`src/rtl/dco_mtrx_encoder.sv`:
```
// ---------------------------------------------------------------------------
// dco_mtrx_encoder
//
// Purpose:
//    Converts the 64-bit DCO matrix thermometer word back into the 8-bit
//    binary DCO code (column in code[7:4], row in code[3:0]).
//    It also performs these checks:
//       - flags samples that break the matrix encoding rules;
//       - flags jumps between consecutive legal codes larger than MAX_STEP;
//       - keeps a saturating count of erroring samples.
//    Two-stage pipeline, one sample per cycle, no backpressure.
//
// Ports:
//    clk        system clock, rising edge
//    rst        asynchronous reset, active-high
//    in_valid   mtrx_thrm is sampled this cycle
//    mtrx_thrm  [63:48] row_p, [47:32] row_n, [31:16] col_on, [15:0] col_off
//    clr_err    synchronous clear of err_cnt and of the step reference
//    out_valid  code / illegal / step_err are valid this cycle
//    code       encoded DCO code
//    illegal    sample violated the matrix encoding rules
//    step_err   jump from the previous legal code exceeded MAX_STEP
//    err_cnt    saturating count of samples with illegal or step_err set
// ---------------------------------------------------------------------------
module dco_mtrx_encoder #(
   parameter int unsigned MAX_STEP = 8,
   parameter int unsigned CNT_W    = 8
) (
   input  logic             clk,
   input  logic             rst,
   input  logic             in_valid,
   input  logic [63:0]      mtrx_thrm,
   input  logic             clr_err,
   output logic             out_valid,
   output logic [7:0]       code,
   output logic             illegal,
   output logic             step_err,
   output logic [CNT_W-1:0] err_cnt
);

   // ------------------------------------------------------------------
   // Stage 1: input register
   // ------------------------------------------------------------------
   logic        s1_valid_q, s1_valid_d;
   logic [63:0] s1_thrm_q,  s1_thrm_d;

   always_comb begin
      s1_valid_d = in_valid;
      // Hold the data register when idle so it does not toggle needlessly.
      s1_thrm_d  = in_valid ? mtrx_thrm : s1_thrm_q;
   end

   // ------------------------------------------------------------------
   // Stage 1: priority encodes and legality checks on the registered word
   // ------------------------------------------------------------------
   logic [15:0] row_p, row_n, col_on, col_off;
   logic [15:0] row_n_inv;
   logic [3:0]  col_idx;
   logic [3:0]  p_r;
   logic [3:0]  n_zero_idx;
   logic [3:0]  n_r;
   logic        col_even;
   logic        col_ok, off_ok, p_ok, n_ok;
   logic [7:0]  s1_code;
   logic        s1_illegal;

   always_comb begin
      row_p      = s1_thrm_q[63:48];
      row_n      = s1_thrm_q[47:32];
      col_on     = s1_thrm_q[31:16];
      col_off    = s1_thrm_q[15:0];
      row_n_inv  = ~row_n;

      col_idx    = 4'd0;
      p_r        = 4'd0;
      n_zero_idx = 4'd0;
      for (int i = 0; i < 16; i++) begin
         if (col_on[i]) begin
            col_idx = 4'(i);
         end
         // highest set bit of row_p plus one; row_p == 16'hFFFF wraps to 0
         if (row_p[i]) begin
            p_r = 4'(i + 1);
         end
         if (!row_n[i]) begin
            n_zero_idx = 4'(i);
         end
      end

      // row_n all ones has no zero bit and decodes to row 0
      n_r      = (row_n == 16'hFFFF) ? 4'd0 : (4'd15 - n_zero_idx);
      col_even = ~col_idx[0];
      s1_code  = {col_idx, (col_even ? p_r : n_r)};

      // x & (x + 1) == 0 holds exactly when x is a run of ones from bit 0
      // (including 0 and all ones, which are handled separately below).
      col_ok = (col_on != 16'd0) && ((col_on & (col_on + 16'd1)) == 16'd0);
      off_ok = (col_off == ~col_on);
      p_ok   = ((row_p & (row_p + 16'd1)) == 16'd0) && (row_p != 16'hFFFF);
      // row_n fills from bit 15 downward, so its inverse fills from bit 0
      n_ok   = ((row_n_inv & (row_n_inv + 16'd1)) == 16'd0);

      s1_illegal = !(col_ok && off_ok && (col_even ? p_ok : n_ok));
   end

   // ------------------------------------------------------------------
   // Stage 2: output registers, step tracking and error counter
   // ------------------------------------------------------------------
   logic             out_valid_q, out_valid_d;
   logic [7:0]       code_q,      code_d;
   logic             illegal_q,   illegal_d;
   logic             step_err_q,  step_err_d;
   logic [CNT_W-1:0] err_cnt_q,   err_cnt_d;
   logic [7:0]       ref_code_q,  ref_code_d;
   logic             ref_vld_q,   ref_vld_d;
   logic [7:0]       code_diff;
   logic             step_hit;

   always_comb begin
      code_diff = (s1_code >= ref_code_q) ? (s1_code - ref_code_q)
                                          : (ref_code_q - s1_code);
      step_hit  = !s1_illegal && ref_vld_q && (code_diff > 8'(MAX_STEP));

      out_valid_d = 1'b0;
      code_d      = code_q;
      illegal_d   = illegal_q;
      step_err_d  = step_err_q;
      err_cnt_d   = err_cnt_q;
      ref_code_d  = ref_code_q;
      ref_vld_d   = ref_vld_q;

      if (s1_valid_q) begin
         out_valid_d = 1'b1;
         code_d      = s1_code;
         illegal_d   = s1_illegal;
         step_err_d  = step_hit;
         if ((s1_illegal || step_hit) && (err_cnt_q != {CNT_W{1'b1}})) begin
            err_cnt_d = err_cnt_q + 1'b1;
         end
         // Illegal samples never move the reference.
         if (!s1_illegal) begin
            ref_code_d = s1_code;
            ref_vld_d  = 1'b1;
         end
      end

      // The clear overrides any increment or reference update this cycle.
      if (clr_err) begin
         err_cnt_d = '0;
         ref_vld_d = 1'b0;
      end
   end

   always_ff @(posedge clk or posedge rst) begin
      if (rst) begin
         s1_valid_q  <= 1'b0;
         s1_thrm_q   <= '0;
         out_valid_q <= 1'b0;
         code_q      <= '0;
         illegal_q   <= 1'b0;
         step_err_q  <= 1'b0;
         err_cnt_q   <= '0;
         ref_code_q  <= '0;
         ref_vld_q   <= 1'b0;
      end else begin
         s1_valid_q  <= s1_valid_d;
         s1_thrm_q   <= s1_thrm_d;
         out_valid_q <= out_valid_d;
         code_q      <= code_d;
         illegal_q   <= illegal_d;
         step_err_q  <= step_err_d;
         err_cnt_q   <= err_cnt_d;
         ref_code_q  <= ref_code_d;
         ref_vld_q   <= ref_vld_d;
      end
   end

   assign out_valid = out_valid_q;
   assign code      = code_q;
   assign illegal   = illegal_q;
   assign step_err  = step_err_q;
   assign err_cnt   = err_cnt_q;

endmodule

```
`config.mk`:
```
export PLATFORM = sky130hd
export DESIGN_NAME = dco_mtrx_encoder
export DESIGN_NICKNAME = d
export VERILOG_FILES = /design/src/rtl/dco_mtrx_encoder.sv
export SDC_FILE = /design/constraint.sdc
export NUM_CORES = 1
export LEC_CHECK = 0
export ABC_AREA = 1
export CAP_MARGIN = 10
export CORE_ASPECT_RATIO = 1.2
export CORE_MARGIN = 2
export CORE_UTILIZATION = 55
export CTS_CLUSTER_DIAMETER = 120
export DETAILED_ROUTE_END_ITERATION = 7
export GPL_TIMING_DRIVEN = 0
export PLACE_DENSITY = 0.86
export SYNTH_ARGS = -nofsm -noshare
export SYNTH_HDL_FRONTEND = slang
export SYNTH_SLANG_ARGS = --single-unit
```
`constraint.sdc`:
```
create_clock -name clk -period 4.45 [get_ports clk]
set_input_delay 0.89 -clock clk [delete_from_list [all_inputs] [get_ports clk]]
set_output_delay 0.89 -clock clk [all_outputs]
set_load 0.01 [all_outputs]
```
== Word level (Yosys, flattened, before mapping) ==
Index checks and enable logic that the tools add are counted.

* Bits in registers: 93
* Input bits: 68
* Output and inout port bits: 19

* $add $sub $neg: 7
* Magnitude comparators: 2
* Equality and inequality tests: 4
* Mux-type cells: 57
* Bitwise operators: 5
* Reductions and logical operators: 19

{| class="wikitable"
|+ Operator list
! cell !! number
|-
| 4-bit 2-to-1 mux || 45
|-
| 16-bit by 1-bit adder with 16-bit output (second input constant) || 3
|-
| 16-bit bitwise AND || 3
|-
| 16-bit zero test || 3
|-
| 8-bit 2-to-1 mux || 4
|-
| 16-bit inverter || 2
|-
| 16-bit equality test || 1
|-
| 16-bit equality test (second input constant) || 1
|-
| 16-bit inequality test (second input constant) || 1
|-
| 16-bit nonzero test || 1
|-
| 8-bit subtractor || 2
|-
| 8-bit by 1-bit adder with 8-bit output (second input constant) || 1
|-
| 8-bit >= comparator || 1
|-
| 8-bit by 4-bit > comparator with 1-bit output (second input constant) || 1
|-
| 1-bit 2-to-1 mux || 8
|-
| 8-bit inequality test (second input constant) || 1
|-
| 1-bit logical AND || 7
|-
| 2-bit AND reduction || 3
|-
| 2-bit nonzero test || 3
|-
| 4-bit subtractor (first input constant) || 1
|-
| 1-bit zero test || 1
|-
| 1-bit logical OR || 1
|}

== Longest topological paths before layout ==
Gate-level depths: netlist of run 1.

* Depth after elaboration: 27
* Mapped depth: 38

== Worst setup path before layout of run 1 ==
No wires, ideal clock.

* Kind: register to register
* Start: register s1_thrm_q[18]
* End: register err_cnt_q[2] (netlist: err_cnt[2])
* Setup time: 0.114 ns
* Arrival time: 3.323 ns
* Data required time: 4.336 ns
* Slack: 1.013 ns
* Stages on the path, launching flop included: 39
* Clock period less this slack: 3.437 ns
* Cells stage by stage: dfrtp_1 > inv_2 > nand2_1 > nand2_1 > nand2_1 > nand2_1 > nand2_1 > nand2_1 > nand2_1 > nand2_1 > nand2_1 > nand2_1 > nand2_1 > nand2_1 > nand2_2 > nand2_4 > inv_1 > nand2_1 > [3 not listed] > fa_1 > nand2_2 > nand3_2 > nand2_2 > nand3_4 > nand2_1 > inv_1 > nor2_1 > nand2_1 > nand2_1 > nand3_2 > nand2_2 > nand4_4 > buf_6 > nand3_1 > nand2_1 > inv_1 > nor2_1

* Longest elaborated chain between the ends: 23
* Elaborated cells on any way between the ends: 37
* Classes of those cells: 3 x add/sub; 2 x order compare; 1 x eq/ne; 17 x mux; 2 x bitwise; 12 x reduce/logical

{| class="wikitable"
|+ RTL lines
! element !! RTL line !! text
|-
| start, declared || 45 || <nowiki>logic [63:0] s1_thrm_q, s1_thrm_d;</nowiki>
|-
| start signal, assigned || 167 || <nowiki>s1_thrm_q <= s1_thrm_d;</nowiki>
|-
| 4-bit 2-to-1 mux (*) (14 in series) || 78 || <nowiki>if (col_on[i]) begin</nowiki>
|-
| named net col_idx[0] || 58 || <nowiki>logic [3:0] col_idx;</nowiki>
|-
| 4-bit 2-to-1 mux || 93 || <nowiki>s1_code = {col_idx, (col_even ? p_r : n_r)};</nowiki>
|-
| 8-bit subtractor, or another cell as far along || 121 || <nowiki>: (ref_code_q - s1_code);</nowiki>
|-
| 8-bit 2-to-1 mux || 120 || <nowiki>code_diff = (s1_code >= ref_code_q) ? (s1_code - ref_code_q)</nowiki>
|-
| 8-bit by 4-bit > comparator with 1-bit output || 122 || <nowiki>step_hit = !s1_illegal && ref_vld_q && (code_diff > 8'(MAX_STEP));</nowiki>
|-
| 1-bit logical AND || 122 ||
|-
| 1-bit logical OR (*) || 137 || <nowiki>if ((s1_illegal || step_hit) && (err_cnt_q != {CNT_W{1'b1}})) begin</nowiki>
|-
| 1-bit logical AND (*) || 137 ||
|-
| 2-bit nonzero test (no line) (*) || -- ||
|-
| 2-bit AND reduction (no line) (*) || -- ||
|-
| end signal, assigned || 172 || <nowiki>err_cnt_q <= err_cnt_d;</nowiki>
|-
| end, declared || 113 || <nowiki>logic [CNT_W-1:0] err_cnt_q, err_cnt_d;</nowiki>
|}

Mark *: on every way through the listed nets, which the timed path passes. The rest lies on a longest branch.
A chain may end at the register's enable or synchronous reset.

== Worst setup path in the final report of run 1 ==
* Start: register s1_thrm_q[19]
* End: register err_cnt_q[7] (netlist: err_cnt[7])

* Longest elaborated chain between the ends: 22
* Elaborated cells on any way between the ends: 36
* Classes of those cells: 3 x add/sub; 2 x order compare; 1 x eq/ne; 16 x mux; 2 x bitwise; 12 x reduce/logical

{| class="wikitable"
|+ RTL lines
! element !! RTL line
|-
| 4-bit 2-to-1 mux (*) (13 in series) || 78
|-
| named net col_idx[0] || 58
|-
| 4-bit 2-to-1 mux || 93
|-
| 8-bit subtractor, or another cell as far along || 121
|-
| 8-bit 2-to-1 mux || 120
|-
| 8-bit by 4-bit > comparator with 1-bit output || 122
|-
| 1-bit logical AND || 122
|-
| 1-bit logical OR (*) || 137
|-
| 1-bit logical AND (*) || 137
|-
| 2-bit nonzero test (no line) (*) || --
|-
| 2-bit AND reduction (no line) (*) || --
|}

Marked as above.

==> flow_summary.ini, run 1 <==
[cts]
root_buffer = clkbuf_16
clock_path_buffers = 2
clkLatencyLatePin_ps = 340
cts_made_buffers = 9
clock-sinks = 93
cts_tree = done
clk_pin_slew_ps = 60
cts_max_level = 3
holdBufCountCts = 0

[route]
vias = 5356
highest-signal-layer = met4
route.detailed.drc = 0
dr.pass1.iters = 5
wl_met3_um = 618
wl_met1_um = 5940
routed_wl_um = 14300
met2_length_um = 7420
first_iter_violations = 296
viasPerCell = 5.42
wl_per_cell_um = 14.4
drtAntennaViolNets = 0

[floorplanning]
pin_count = 87
die_w_um = 97.5
dieArea_sq_um = 11300
start_util = 0.557
die_h_um = 116
fp-row-count = 41
coreArea_sq_um = 10400

[sta]
finalHoldViolCount = 0
rsz0062_at_grt = false
fin_worst_skew_ps = 4.28
period_share = 0.893
finalSetupTns_ps = 0
min_period_ps = 3970
whs_ps = 478
max_freq_mhz = 252
tightest_slew_ps = 671
max_slew_margin = 0.553
setup_violations = 0
maxSlewViolCount = 0

[power_and_ir_drop]
p_switching_mw = 0.672
seqPwrFrac = 0.427
switching_share = 0.294
power.leakage_nw = 3.39
comb_power_share = 0.231
clock_power_share = 0.342
p_int_mw = 1.61
power_density_nw_per_um2 = 320
peakVddDrop_v = 0.000205

[worst_setup_path]
endpoint_kind = flip-flop
start_kind = flip-flop
slowest_delay_ps = 440
critPathSlowestCell = dfrtp_1
path_buf_inv = 6
arrival_ps = 4210
cp_common_cell = nand2_1
worst_ep_required_time_ps = 4690
critical_path_class = flip-flop to flip-flop
cp_max_fo = 10
crit_family = simple AND/OR/NAND/NOR gates

[final_layout]
fin_nets = 943
final_cell_mix = 209 x nand2_1, 108 x inv_1, 92 x dfrtp_1
layout_commonest_cell = nand2_1
diodes = 0
drive_above_1_share = 0.106
area_delta_synth_final_pct = 23.7
stdcell_count = 989

[place]
hpwlAfterDp_um = 11000
numPortBuffers = 86
gp_congestion = 0.966
dp_cells = 974

[synthesis]
avgSynthCellArea_sq_um = 7.62
yosysSeqAreaShare = 0.403
synth.net_count = 844
ys_types = 45
synth_top_flop_cell = dfrtp_1
async_flop_share = 1.00
yosysTopAreaCellShare = 0.403
yosys.area.top_type = dfrtp_1
mappedNetlistArea_sq_um = 5770
yosysWarnings = 0
synth_area_leaders = dfrtp_1 40%, nand2_1 14%, inv_1 7.2%
synth_edf_count = 0
synthCells = 758
ys_seq_elements = 93

[grt]
grt_max_degree = 64
grt_pass1_wl_um = 23800
grt_pass1_vias = 5257
grt_overflow = 0
antenna_found_initial = 0
track_usage = 0.260

[worst_hold_path]
min_path_type = flip-flop to flip-flop

[run]
maxCapViolations = 0

[status]
status = finished clean
[sequential cells by signal (all words and copies together), names as in the netlist]
register,cells
ref_vld_q,1
code,8
illegal,1
out_valid,1
s1_valid_q,1
ref_code_q,8
err_cnt,8
s1_thrm_q,64
step_err,1
[power groups by stage]
| stage | logic [mW] | clock network, mW | registers, mW |
|---|---|---|---|
| floorplan | 0.338 | 0 | 0.977 |
| CTS | 0.521 | 0.788 | 0.973 |
| global route | 0.595 | 0.819 | 0.982 |
| detailed placement | 0.519 | 0 | 0.987 |
| global placement | 0.506 | 0 | 0.985 |
| finish | 0.527 | 0.782 | 0.974 |
[cells in the mapped netlist (2+ instances only)]
cell,count
nand2_2,10
ha_1,16
nor4_1,5
a21boi_0,2
o31ai_1,4
nand2_4,2
inv_1,110
o21ai_2,11
dfrtp_1,93
xor2_1,12
o2111a_1,2
a21oi_1,23
fa_1,2
inv_2,4
nand2_1,210
nor3_1,8
nor2_2,7
buf_6,2
xnor2_1,2
o21ai_0,69
a21oi_2,2
mux2_2,21
o22ai_1,3
buf_2,2
nand4_1,18
clkbuf_1,14
nand3_2,2
o21ai_1,4
o2111ai_1,3
a31oi_1,6
nor2_1,48
nand3_1,28
[cells by family (layout without fill, tap and decap cells)]
family	count (synthesis)	count (layout)	synth area share
fa+ha+maj	18	18	0.0416
xor+xnor	14	14	0.0212
flops	93	93	0.403
compound gates	134	134	0.137
simple gates	343	343	0.261
mux	21	21	0.0410
buf+inv	135	237	0.0947
[worst paths after layout]
| kind | endpoint | cells past startpoint | slack [ps] | start |
|---|---|---|---|---|
| max | err_cnt[7] | 35 | 480 | s1_thrm_q[19] |
| min | code[5] | 2 | 480 | code[5] |
| max reg2reg | err_cnt[7] | 35 | 480 | s1_thrm_q[19] |
| min reg2reg | code[5] | 2 | 480 | code[5] |
| max in group asynchronous | ref_code_q[7] | 3 | 2910 | rst |
| min in group asynchronous | s1_thrm_q[35] | 2 | 900 | rst |
[worst min-delay path: stages (launching register included)]
cell and delay [ps]:
dfrtp_1 340, nand2_1 50, o21ai_0 50
[stage by stage]
stage	setup slack [ps]	power [mW]	util	area [sq um]
3_3_place_gp	-249	1.49	0.656	6800
5_1_grt	31.2	2.40	0.689	7140
4_1_cts	377	2.28	0.688	7130
3_5_place_dp	409	1.51	0.659	6830
2_1_floorplan	1010	1.31	-	5770
6_report	476	2.28	0.689	7140
[per-layer routing]
metal	vias to the layer above	GRT usage
met5	-	0
met4	0	0.106
met3	22	0.0275
met2	156	0.469
met1	2528	0.323
li1	2650	-
[repair_timing]
action / in CTS / in global routing
setup endpoints to repair: 0 / 8
resized for setup: 0 / 4
buffers inserted: 0 / 1
[final cells by class]
class                           count  area (sq um)
Clock buffer                       13           270
Multi-Input combinational cell    530          2910
Fill cell                         842          3220
Sequential cell                    93          2330
Clock inverter                      1          30.0
Inverter                          115           440
Timing Repair Buffer               88           896
Buffer                             20           113
Tap cell                          129           161
Note: power is estimated with default switching activity, not from simulation.
==> inputs of run 2 (changes only) <==
--- a/config.mk
+++ b/config.mk
@@ -6,14 +6,13 @@
 export NUM_CORES = 1
 export LEC_CHECK = 0
 export ABC_AREA = 1
-export CAP_MARGIN = 10
 export CORE_ASPECT_RATIO = 1.2
 export CORE_MARGIN = 2
 export CORE_UTILIZATION = 55
 export CTS_CLUSTER_DIAMETER = 120
 export DETAILED_ROUTE_END_ITERATION = 7
 export GPL_TIMING_DRIVEN = 0
-export PLACE_DENSITY = 0.86
+export PLACE_DENSITY = 0.81
 export SYNTH_ARGS = -nofsm -noshare
 export SYNTH_HDL_FRONTEND = slang
 export SYNTH_SLANG_ARGS = --single-unit
==> flow_summary.ini, run 2 (synthesis results as in run 1) <==
[final_layout]
layout_commonest_cell = nand2_1
area_delta_synth_final_pct = 23.5
drive_above_1_share = 0.109
stdcell_count = 991
largest-register = s1_thrm_q
final_cell_mix = 209 x nand2_1, 108 x inv_1, 93 x dfrtp_1
largest_register_ffs = 64
diodes = 0
fin_nets = 943

[floorplanning]
die_w_um = 97.5
start_util = 0.557
fp-row-count = 41
pin_count = 87
coreArea_sq_um = 10400
dieArea_sq_um = 11300
die_h_um = 116

[grt]
grt_overflow = 0
grt_pass1_wl_um = 25100
track_usage = 0.275
grt_pass1_vias = 5240
antenna_found_initial = 0
grt_max_degree = 50

[sta]
maxSlewViolCount = 0
finalSetupTns_ps = 0
period_share = 0.908
max_freq_mhz = 247
max_slew_margin = 0.544
min_period_ps = 4040
finalHoldViolCount = 0
whs_ps = 493
tightest_slew_ps = 684
rsz0062_at_grt = false
setup_violations = 0
fin_worst_skew_ps = 13.3

[worst_setup_path]
slowest_delay_ps = 470
critPathSlowestCell = dfrtp_1
worst_ep_required_time_ps = 4700
cp_common_cell = nand2_1
arrival_ps = 4290
endpoint_kind = flip-flop
cp_max_fo = 10
start_kind = flip-flop
critical_path_class = flip-flop to flip-flop

[cts]
cts_tree = done
root_buffer = clkbuf_16
clock_path_buffers = 2
clkLatencyLatePin_ps = 350
cts_max_level = 3
cts_made_buffers = 9
clock-sinks = 93
clk_pin_slew_ps = 70

[place]
gp_congestion = 0.935
dp_cells = 974
numPortBuffers = 86
hpwlAfterDp_um = 11700

[power_and_ir_drop]
peakVddDrop_v = 0.000292
p_switching_mw = 0.733
power.leakage_nw = 3.38
finalPower_mw = 2.26
p_int_mw = 1.53
comb_power_share = 0.236
power_density_nw_per_um2 = 317
switching_share = 0.324
clock_power_share = 0.332
seqPwrFrac = 0.432

[run]
maxCapViolations = 0

[route]
vias = 5434
routed_wl_um = 15100
first_iter_violations = 300
viasPerCell = 5.48
route.detailed.drc = 0
drtAntennaViolNets = 0
wl_per_cell_um = 15.2
dr.pass1.iters = 5

[status]
status = finished clean

[worst_hold_path]
min_path_type = flip-flop to flip-flop
-- run 2: changes by cell type in the layout (fill, tap and decap cells not counted), moves of 2 or more --
cell / previous run / this run
fa_2: 0 / 2
fa_1: 2 / 0
clkbuf_8: 3 / 0
inv_8: 0 / 2
inv_6: 0 / 2
-- run 2: critical path, delay by kind of cell (launching register included) --
family | cells | cell delay (ps)
and+or+nand+nor | 25 | 2040
adders and majority gates | 2 | 590
AOI/OAI and AO/OA | 1 | 160
buffers and inverters | 6 | 680
DFF | 1 | 470
-- run 2: metal layers --
layer	routed length, um	GRT usage	part of all wire
met5	0	0	0
met4	253	0.0722	0.017
met3	665	0.0473	0.044
met2	7720	0.496	0.51
met1	6450	0.345	0.43
-- run 2: power by group through the flow --
stage               clock [mW]  combinational [mW]  sequential (mW)
floorplan                    0               0.338            0.977
global placement             0               0.505            0.987
detailed placement           0               0.524            0.990
CTS                      0.757               0.526            0.974
global route             0.795               0.602            0.985
finish                   0.751               0.533            0.976
-- run 2: final timing paths --
path	from	end	slack [ps]	cells past startpoint
setup / recovery	s1_thrm_q[20]	err_cnt[2]	410	34
hold reg to reg	step_err	step_err	490	2
setup reg to reg	s1_thrm_q[20]	err_cnt[2]	410	34
max in group asynchronous	rst	s1_thrm_q[62]	2840	3
hold / removal	step_err	step_err	490	2
min in group asynchronous	rst	s1_thrm_q[11]	970	2
-- run 2: metrics by stage --
step                utilization  setup WS, ps  cell area (sq um)
floorplan                     -          1010               5770
global placement          0.656          -198               6800
detailed placement        0.659           299               6830
CTS                       0.686           260               7110
global route              0.688          17.3               7130
finish                    0.688           408               7130
-- run 2: area by class of cell --
type / count / area (sq um)
Buffer: 20 / 113
Clock buffer: 10 / 229
Clock inverter: 6 / 53.8
Fill cell: 858 / 3230
Inverter: 115 / 440
Multi-Input combinational cell: 530 / 2910
Sequential cell: 93 / 2330
Tap cell: 129 / 161
Timing Repair Buffer: 88 / 896
-- run 2: repair_timing --
action	in CTS	in global routing
setup endpoints to repair	0	8
hold buffers	0	0
buffers inserted	0	1
gates resized for setup	0	5
